--- config.mk ---
export PLATFORM = sky130hd
export DESIGN_NAME = decimal_entry
export DESIGN_NICKNAME = d
export VERILOG_FILES = /design/src/rtl/decimal_entry_pkg.sv /design/src/rtl/decimal_entry_debounce.sv /design/src/rtl/decimal_entry.sv
export SDC_FILE = /design/constraint.sdc
export NUM_CORES = 1
export LEC_CHECK = 0
export CAP_MARGIN = 10
export CORE_MARGIN = 2
export CORE_UTILIZATION = 50
export CTS_CLUSTER_SIZE = 28
export DETAILED_ROUTE_END_ITERATION = 16
export DONT_BUFFER_PORTS = 1
export HOLD_SLACK_MARGIN = 0.15
export PLACE_DENSITY = 0.73
export SLEW_MARGIN = 10
export SYNTH_ARGS = -nofsm -noshare
export SYNTH_HDL_FRONTEND = slang
export SYNTH_HIERARCHICAL = 1
export SYNTH_SLANG_ARGS = --single-unit
--- constraint.sdc ---
create_clock -name clock -period 4.1 [get_ports clock]
set_clock_uncertainty 0.1 [all_clocks]
set_input_delay 1.23 -clock clock [delete_from_list [all_inputs] [get_ports clock]]
set_output_delay 1.23 -clock clock [all_outputs]
set_load 0.05 [all_outputs]
--- src/rtl/decimal_entry_pkg.sv ---
// Shared types and constants for the decimal entry block.
package decimal_entry_pkg;

  typedef enum logic [1:0] {
    IDLE    = 2'd0,
    COLLECT = 2'd1,
    DONE    = 2'd2
  } state_e;

  localparam logic [3:0]  DIGIT_MAX = 4'd9;
  localparam logic [31:0] VALUE_MAX = 32'hFFFF_FFFF;

endpackage

--- src/rtl/decimal_entry_debounce.sv ---
// Debouncer for one active-low pushbutton: 2-flop synchroniser, stability
// counter and a one-cycle pulse on each accepted press.
module key_debounce #(
  parameter int unsigned DEBOUNCE_CYCLES = 50000,
  parameter int unsigned DB_WIDTH        = 16
) (
  input  logic clock,
  input  logic reset,
  input  logic key_n_i,
  output logic press_o
);

  localparam logic [DB_WIDTH-1:0] CNT_LIMIT = DB_WIDTH'(DEBOUNCE_CYCLES);

  logic                sync1_q;
  logic                sync2_q;
  logic                stable_q;
  logic                press_q;
  logic [DB_WIDTH-1:0] cnt_q;

  always_ff @(posedge clock or posedge reset) begin
    if (reset) begin
      sync1_q  <= 1'b1;
      sync2_q  <= 1'b1;
      stable_q <= 1'b1;
      cnt_q    <= '0;
      press_q  <= 1'b0;
    end else begin
      sync1_q <= key_n_i;
      sync2_q <= sync1_q;
      press_q <= 1'b0;
      if (sync2_q == stable_q) begin
        cnt_q <= '0;
      end else if (cnt_q == CNT_LIMIT) begin
        // New level accepted; only the released-to-pressed edge emits a pulse.
        stable_q <= sync2_q;
        cnt_q    <= '0;
        press_q  <= ~sync2_q;
      end else begin
        cnt_q <= cnt_q + DB_WIDTH'(1);
      end
    end
  end

  assign press_o = press_q;

endmodule

--- src/rtl/decimal_entry.sv ---
// Operator decimal entry: builds a 32-bit value from debounced digit presses
// and hands it to the processor through a request/valid/ack handshake.
module decimal_entry
  import decimal_entry_pkg::*;
#(
  parameter int unsigned DEBOUNCE_CYCLES = 50000,
  parameter int unsigned DB_WIDTH        = 16
) (
  input  logic        clock,
  input  logic        reset,
  input  logic [3:0]  digit,
  input  logic        key_digit,
  input  logic        key_clear,
  input  logic        key_enter,
  input  logic        request,
  input  logic        ack,
  output logic [31:0] value,
  output logic        valid,
  output logic        waiting
);

  logic digit_ev;
  logic clear_ev;
  logic enter_ev;

  key_debounce #(.DEBOUNCE_CYCLES(DEBOUNCE_CYCLES), .DB_WIDTH(DB_WIDTH)) u_db_digit (
    .clock(clock), .reset(reset), .key_n_i(key_digit), .press_o(digit_ev)
  );
  key_debounce #(.DEBOUNCE_CYCLES(DEBOUNCE_CYCLES), .DB_WIDTH(DB_WIDTH)) u_db_clear (
    .clock(clock), .reset(reset), .key_n_i(key_clear), .press_o(clear_ev)
  );
  key_debounce #(.DEBOUNCE_CYCLES(DEBOUNCE_CYCLES), .DB_WIDTH(DB_WIDTH)) u_db_enter (
    .clock(clock), .reset(reset), .key_n_i(key_enter), .press_o(enter_ev)
  );

  state_e      state_q;
  logic [31:0] value_q;
  logic        valid_q;
  logic        waiting_q;

  logic [35:0] value_ext;
  logic [35:0] product_d;
  logic        digit_ok;

  always_comb begin
    value_ext = {4'b0, value_q};
    product_d = (value_ext << 3) + (value_ext << 1) + {32'b0, digit};
    digit_ok  = (digit <= DIGIT_MAX) && (product_d <= {4'b0, VALUE_MAX});
  end

  always_ff @(posedge clock or posedge reset) begin
    if (reset) begin
      state_q   <= IDLE;
      value_q   <= '0;
      valid_q   <= 1'b0;
      waiting_q <= 1'b0;
    end else begin
      case (state_q)
        IDLE: begin
          if (request) begin
            state_q   <= COLLECT;
            value_q   <= '0;
            waiting_q <= 1'b1;
          end
        end
        COLLECT: begin
          if (!request) begin
            state_q   <= IDLE;
            waiting_q <= 1'b0;
          end else if (clear_ev) begin
            value_q <= '0;
          end else if (enter_ev) begin
            state_q   <= DONE;
            valid_q   <= 1'b1;
            waiting_q <= 1'b0;
          end else if (digit_ev && digit_ok) begin
            value_q <= product_d[31:0];
          end
        end
        DONE: begin
          if (ack) begin
            state_q <= IDLE;
            valid_q <= 1'b0;
          end
        end
        default: begin
          state_q   <= IDLE;
          valid_q   <= 1'b0;
          waiting_q <= 1'b0;
        end
      endcase
    end
  end

  assign value   = value_q;
  assign valid   = valid_q;
  assign waiting = waiting_q;

endmodule

==> flow_results.xml <==
<?xml version="1.0" encoding="UTF-8"?>
<metrics>
  <group name="timing">
    <metric name="final_hold_viol_count" unit="">0</metric>
    <metric name="slew_viol_final" unit="">0</metric>
    <metric name="fmax" unit="GHz">0.255</metric>
    <metric name="worst_hold_slack" unit="ns">0.258</metric>
    <metric name="final_number_of_setup_violating_endpoints" unit="">0</metric>
    <metric name="period_share" unit="%">95.6</metric>
    <metric name="post-route-min-period" unit="ns">3.92</metric>
    <metric name="slew_headroom" unit="%">48.5</metric>
    <metric name="worst_pin_slew" unit="ns">0.772</metric>
  </group>
  <group name="die">
    <metric name="effective_utilization_at_floorplan" unit="%">50.8</metric>
    <metric name="floorplan.core_area" unit="sq um">13100</metric>
    <metric name="die-width" unit="um">119</metric>
    <metric name="rows" unit="">42</metric>
    <metric name="die-area" unit="sq um">14200</metric>
    <metric name="die_height" unit="um">119</metric>
    <metric name="floorplan.io_pins" unit="">45</metric>
  </group>
  <group name="routing">
    <metric name="drt-total-wl" unit="um">14200</metric>
    <metric name="via_per_inst" unit="">5.77</metric>
    <metric name="antenna_left" unit="">0</metric>
    <metric name="route.detailed.drc" unit="">0</metric>
    <metric name="drt_pre_antenna_iters" unit="">4</metric>
    <metric name="wl_per_cell" unit="um">16.2</metric>
    <metric name="dr.first_iter.drc_count" unit="">196</metric>
    <metric name="route.vias.total" unit="">5060</metric>
  </group>
  <group name="logic_synthesis">
    <metric name="synth_mux_area_share" unit="%">0.885</metric>
    <metric name="synthTopCellsByCount" unit="">dfrtp_1, ha_1, nor2_1</metric>
    <metric name="yosys.cell_count.top_type" unit="">dfrtp_1</metric>
    <metric name="yosysTopAreaCellShare" unit="%">32.8</metric>
    <metric name="register_area_share_after_synthesis" unit="%">36.3</metric>
    <metric name="netlist_instances" unit="">652</metric>
    <metric name="top_cell_type_by_total_area_after_synthesis" unit="">dfrtp_1</metric>
    <metric name="synth_edf_count" unit="">0</metric>
    <metric name="synthFlopType" unit="">dfrtp_1</metric>
    <metric name="area_fraction_in_compound_gates_after_synthesis" unit="%">18.0</metric>
    <metric name="synth_fa_ha_area_share" unit="%">13.6</metric>
    <metric name="synth_seq_cells" unit="">96</metric>
    <metric name="async_reset_ff_share" unit="%">100</metric>
    <metric name="synthTopCellsByArea" unit="">dfrtp_1, ha_1, xnor2_1</metric>
    <metric name="synthesis.area_per_instance" unit="sq um">10.2</metric>
    <metric name="post_synth_and_or_nand_nor_area_fraction" unit="%">18.2</metric>
    <metric name="synth.net_count" unit="">734</metric>
    <metric name="netlist_area" unit="sq um">6640</metric>
    <metric name="dominant_combinational_cell_family_by_area_after_synthesis" unit="">simple AND/OR/NAND/NOR gates</metric>
    <metric name="xor_xnor_share_of_the_synthesized_area" unit="%">9.76</metric>
    <metric name="yosys_warnings" unit="">6</metric>
    <metric name="synth_cell_types" unit="">63</metric>
  </group>
  <group name="clock_network">
    <metric name="post_cts_setup_inserts" unit="">0</metric>
    <metric name="cts_inserted_buffers" unit="">9</metric>
    <metric name="cts_max_level" unit="">3</metric>
    <metric name="buffers_from_clock_root_to_sink_at_most" unit="">2</metric>
    <metric name="clk_root_buffer_cell" unit="">clkbuf_16</metric>
    <metric name="tritoncts" unit="">done</metric>
    <metric name="clkTransAtPathRegs" unit="ns">0.07</metric>
    <metric name="clkLatencyLatePin" unit="ns">0.35</metric>
    <metric name="cts.hold.buffers_added" unit="">0</metric>
    <metric name="clock_sinks" unit="">96</metric>
  </group>
  <group name="finish">
    <metric name="n_antenna_cell" unit="">0</metric>
    <metric name="seqCellArea" unit="sq um">2410</metric>
    <metric name="final_net_count" unit="">778</metric>
    <metric name="syn2layout_area_growth" unit="%">14.0</metric>
    <metric name="final_cell_count_no_fill" unit="">877</metric>
    <metric name="multi_input_area" unit="sq um">4110</metric>
    <metric name="fill_cells" unit="">1097</metric>
    <metric name="ratio_of_cells_with_drive_above_1_in_the_final_layout" unit="%">20.7</metric>
    <metric name="post-route-util" unit="%">57.9</metric>
  </group>
  <group name="pwr">
    <metric name="worst_voltage_drop_across_the_vdd_grid" unit="mV">0.266</metric>
    <metric name="power.combinational.fraction" unit="%">3.7</metric>
    <metric name="cellLeakagePower" unit="nW">3.48</metric>
    <metric name="power_frac_clock" unit="%">45.2</metric>
    <metric name="report.power.total" unit="mW">1.92</metric>
    <metric name="internal_power" unit="mW">1.48</metric>
    <metric name="switching_share" unit="%">23.0</metric>
    <metric name="power.sequential.fraction" unit="%">51.1</metric>
    <metric name="switching_power" unit="uW">440</metric>
    <metric name="cellPowerDensity" unit="nW/um^2">253</metric>
  </group>
  <group name="critical_path">
    <metric name="cp_cell_sequence" unit="">inv_8 -&gt; fa_1 -&gt; inv_1 -&gt; ha_1 -&gt; a211oi_2 -&gt; o21ai_2 -&gt; o2111ai_2 -&gt; nand3_1 -&gt; a31oi_2 -&gt; xnor2_1 -&gt; a2111oi_4 -&gt; buf_4 -&gt; nand3b_4 -&gt; buf_12 -&gt; o2bb2ai_1</metric>
    <metric name="critical_path.endpoint_type" unit="">flip-flop</metric>
    <metric name="critical_path.slowest_cell" unit="">fa_1</metric>
    <metric name="critical_setup_path_kind" unit="">primary input to flip-flop</metric>
    <metric name="crit_path_start_kind" unit="">primary input</metric>
    <metric name="worstPathMaxFanout" unit="">14</metric>
    <metric name="critical_path_arrival" unit="ns">4.10</metric>
    <metric name="timing.critical_path.slowest_cell_delay" unit="ns">0.54</metric>
    <metric name="worst_ep_required_time" unit="ns">4.28</metric>
  </group>
  <group name="global_route">
    <metric name="grt_overflow_total" unit="">0</metric>
    <metric name="via_count_of_the_first_global_routing_pass" unit="">5227</metric>
    <metric name="wire_length_of_the_first_global_routing_pass" unit="um">24900</metric>
    <metric name="grt_start_max_net_pins" unit="">37</metric>
    <metric name="global_route.usage.total" unit="%">21.5</metric>
    <metric name="grt_antenna_before_repair" unit="">0</metric>
  </group>
  <group name="run">
    <metric name="maxCapViolations" unit="">0</metric>
  </group>
  <group name="placed_design">
    <metric name="finalWeightedCongestion" unit="">0.899</metric>
    <metric name="dp.cells" unit="">861</metric>
    <metric name="detailed_place_hpwl" unit="um">10700</metric>
    <metric name="count_of_buffers_from_port_buffering" unit="">0</metric>
  </group>
  <group name="status">
    <metric name="status" unit="">finished, final reports clean</metric>
  </group>
  <group name="worst_hold_path">
    <metric name="timing.hold.worst.class" unit="">flip-flop to flip-flop</metric>
  </group>
</metrics>
==> final timing paths <==
kind                                         startpoint                       endpoint  slack [ns]  cells past startpoint
hold / removal             u_db_enter/sync1_q$_DFF_PP1_   u_db_enter/sync2_q$_DFF_PP1_        0.26                      0
setup reg to reg                   value[5]$_DFFE_PP0P_          value[24]$_DFFE_PP0P_        0.33                     13
setup / recovery                               digit[3]          value[24]$_DFFE_PP0P_        0.18                     15
min in group asynchronous                         reset          value[31]$_DFFE_PP0P_        0.77                      2
max in group asynchronous                         reset  u_db_clear/cnt_q[7]$_DFF_PP0_        2.61                      1
hold reg to reg            u_db_enter/sync1_q$_DFF_PP1_   u_db_enter/sync2_q$_DFF_PP1_        0.26                      0
==> per-stage QoR <==
stage	TNS, ns	setup WS, ns	cell area [sq um]
2_1_floorplan	-1.87	-0.0628	6760
3_3_place_gp	-2.92	-0.117	7260
3_5_place_dp	-5.04	-0.181	7260
4_1_cts	0	0.163	7560
5_1_grt	-0.00730	-0.00494	7580
6_report	0	0.179	7580
==> registers in the layout, indices dropped and copies added, names as in the netlist <==
| register | count |
|---|---|
| u_db_clear/sync2_q | 1 |
| u_db_digit/sync1_q | 1 |
| u_db_enter/sync2_q | 1 |
| state_q | 2 |
| u_db_enter/cnt_q | 16 |
| value | 32 |
| u_db_clear/stable_q | 1 |
| u_db_clear/press_o | 1 |
| u_db_enter/press_o | 1 |
| u_db_enter/stable_q | 1 |
| u_db_digit/press_o | 1 |
| u_db_digit/cnt_q | 16 |
| u_db_digit/stable_q | 1 |
| u_db_enter/sync1_q | 1 |
| valid | 1 |
| waiting | 1 |
| u_db_clear/sync1_q | 1 |
| u_db_clear/cnt_q | 16 |
| u_db_digit/sync2_q | 1 |
==> critical path: cells and delay by family <==
kind	cells	cell delay, ns
buf+inv	4	0.45
xor+xnor	1	0.12
compound gates	6	1.18
simple gates	2	0.25
fa+ha+maj	2	0.85
==> power groups by stage <==
stage	sequential, mW	clock (mW)	combinational, mW
6_report	0.979	0.867	0.0716
5_1_grt	0.981	0.927	0.0828
4_1_cts	0.979	0.897	0.0742
3_5_place_dp	0.996	0	0.0739
3_3_place_gp	0.996	0	0.0701
2_1_floorplan	0.993	0	0.0565
==> metal layers <==
metal	share of wire, %	GRT usage (%)	vias up	routed length, um
met5	0	0	-	0
met1	44	26.6	2477	6200
met4	2.7	9.75	0	380
met3	4.5	4.55	26	636
li1	-	-	2458	-
met2	49	36.2	99	6990
==> layout by cell type, fill, tap and decap left out, drive strengths merged, types with 3 or more instances in the layout <==
master | synthesis | final
ha | 69 | 69
nand2 | 42 | 42
xnor2 | 53 | 53
nand4 | 19 | 19
and4bb | 3 | 3
nor3 | 12 | 12
xor2 | 21 | 21
nor2b | 4 | 4
nor4bb | 3 | 3
nand2b | 4 | 4
nor3b | 5 | 5
a211oi | 3 | 3
a21oi | 45 | 45
dfstp | 9 | 9
nor4 | 18 | 18
a31oi | 5 | 5
and3 | 9 | 9
a21boi | 3 | 3
dfrtp | 87 | 87
nand3 | 17 | 17
a21o | 11 | 11
and2 | 4 | 4
nor2 | 67 | 67
clkbuf | 3 | 11
buf | 10 | 46
o211ai | 7 | 7
o21ai | 24 | 24
mux2 | 4 | 4
inv | 33 | 34
o2bb2ai | 31 | 31
==> layout make-up <==
type / count / share of cell area [%]
Timing Repair Buffer: 46 / 5.22
Clock buffer: 11 / 3.20
Sequential cell: 96 / 31.9
Inverter: 33 / 1.73
Tap cell: 176 / 2.91
Multi-Input combinational cell: 510 / 54.2
Clock inverter: 5 / 0.842
==> cells by family (layout without fill, tap and decap cells) <==
| logic type | count (synthesis) | in the layout |
|---|---|---|
| flip-flops | 96 | 96 |
| multiplexers | 5 | 5 |
| AO/OA/AOI/OAI | 147 | 147 |
| adder cells (fa/ha/maj) | 71 | 71 |
| buffers and inverters | 46 | 95 |
| AND/OR/NAND/NOR | 213 | 213 |
| XOR/XNOR | 74 | 74 |
==> what timing repair did <==
action,CTS,global route
resized for setup,0,2
hold endpoints to repair,0,0
setup endpoints to repair,0,32
No activity file was read; power rests on OpenSTA's default activity.
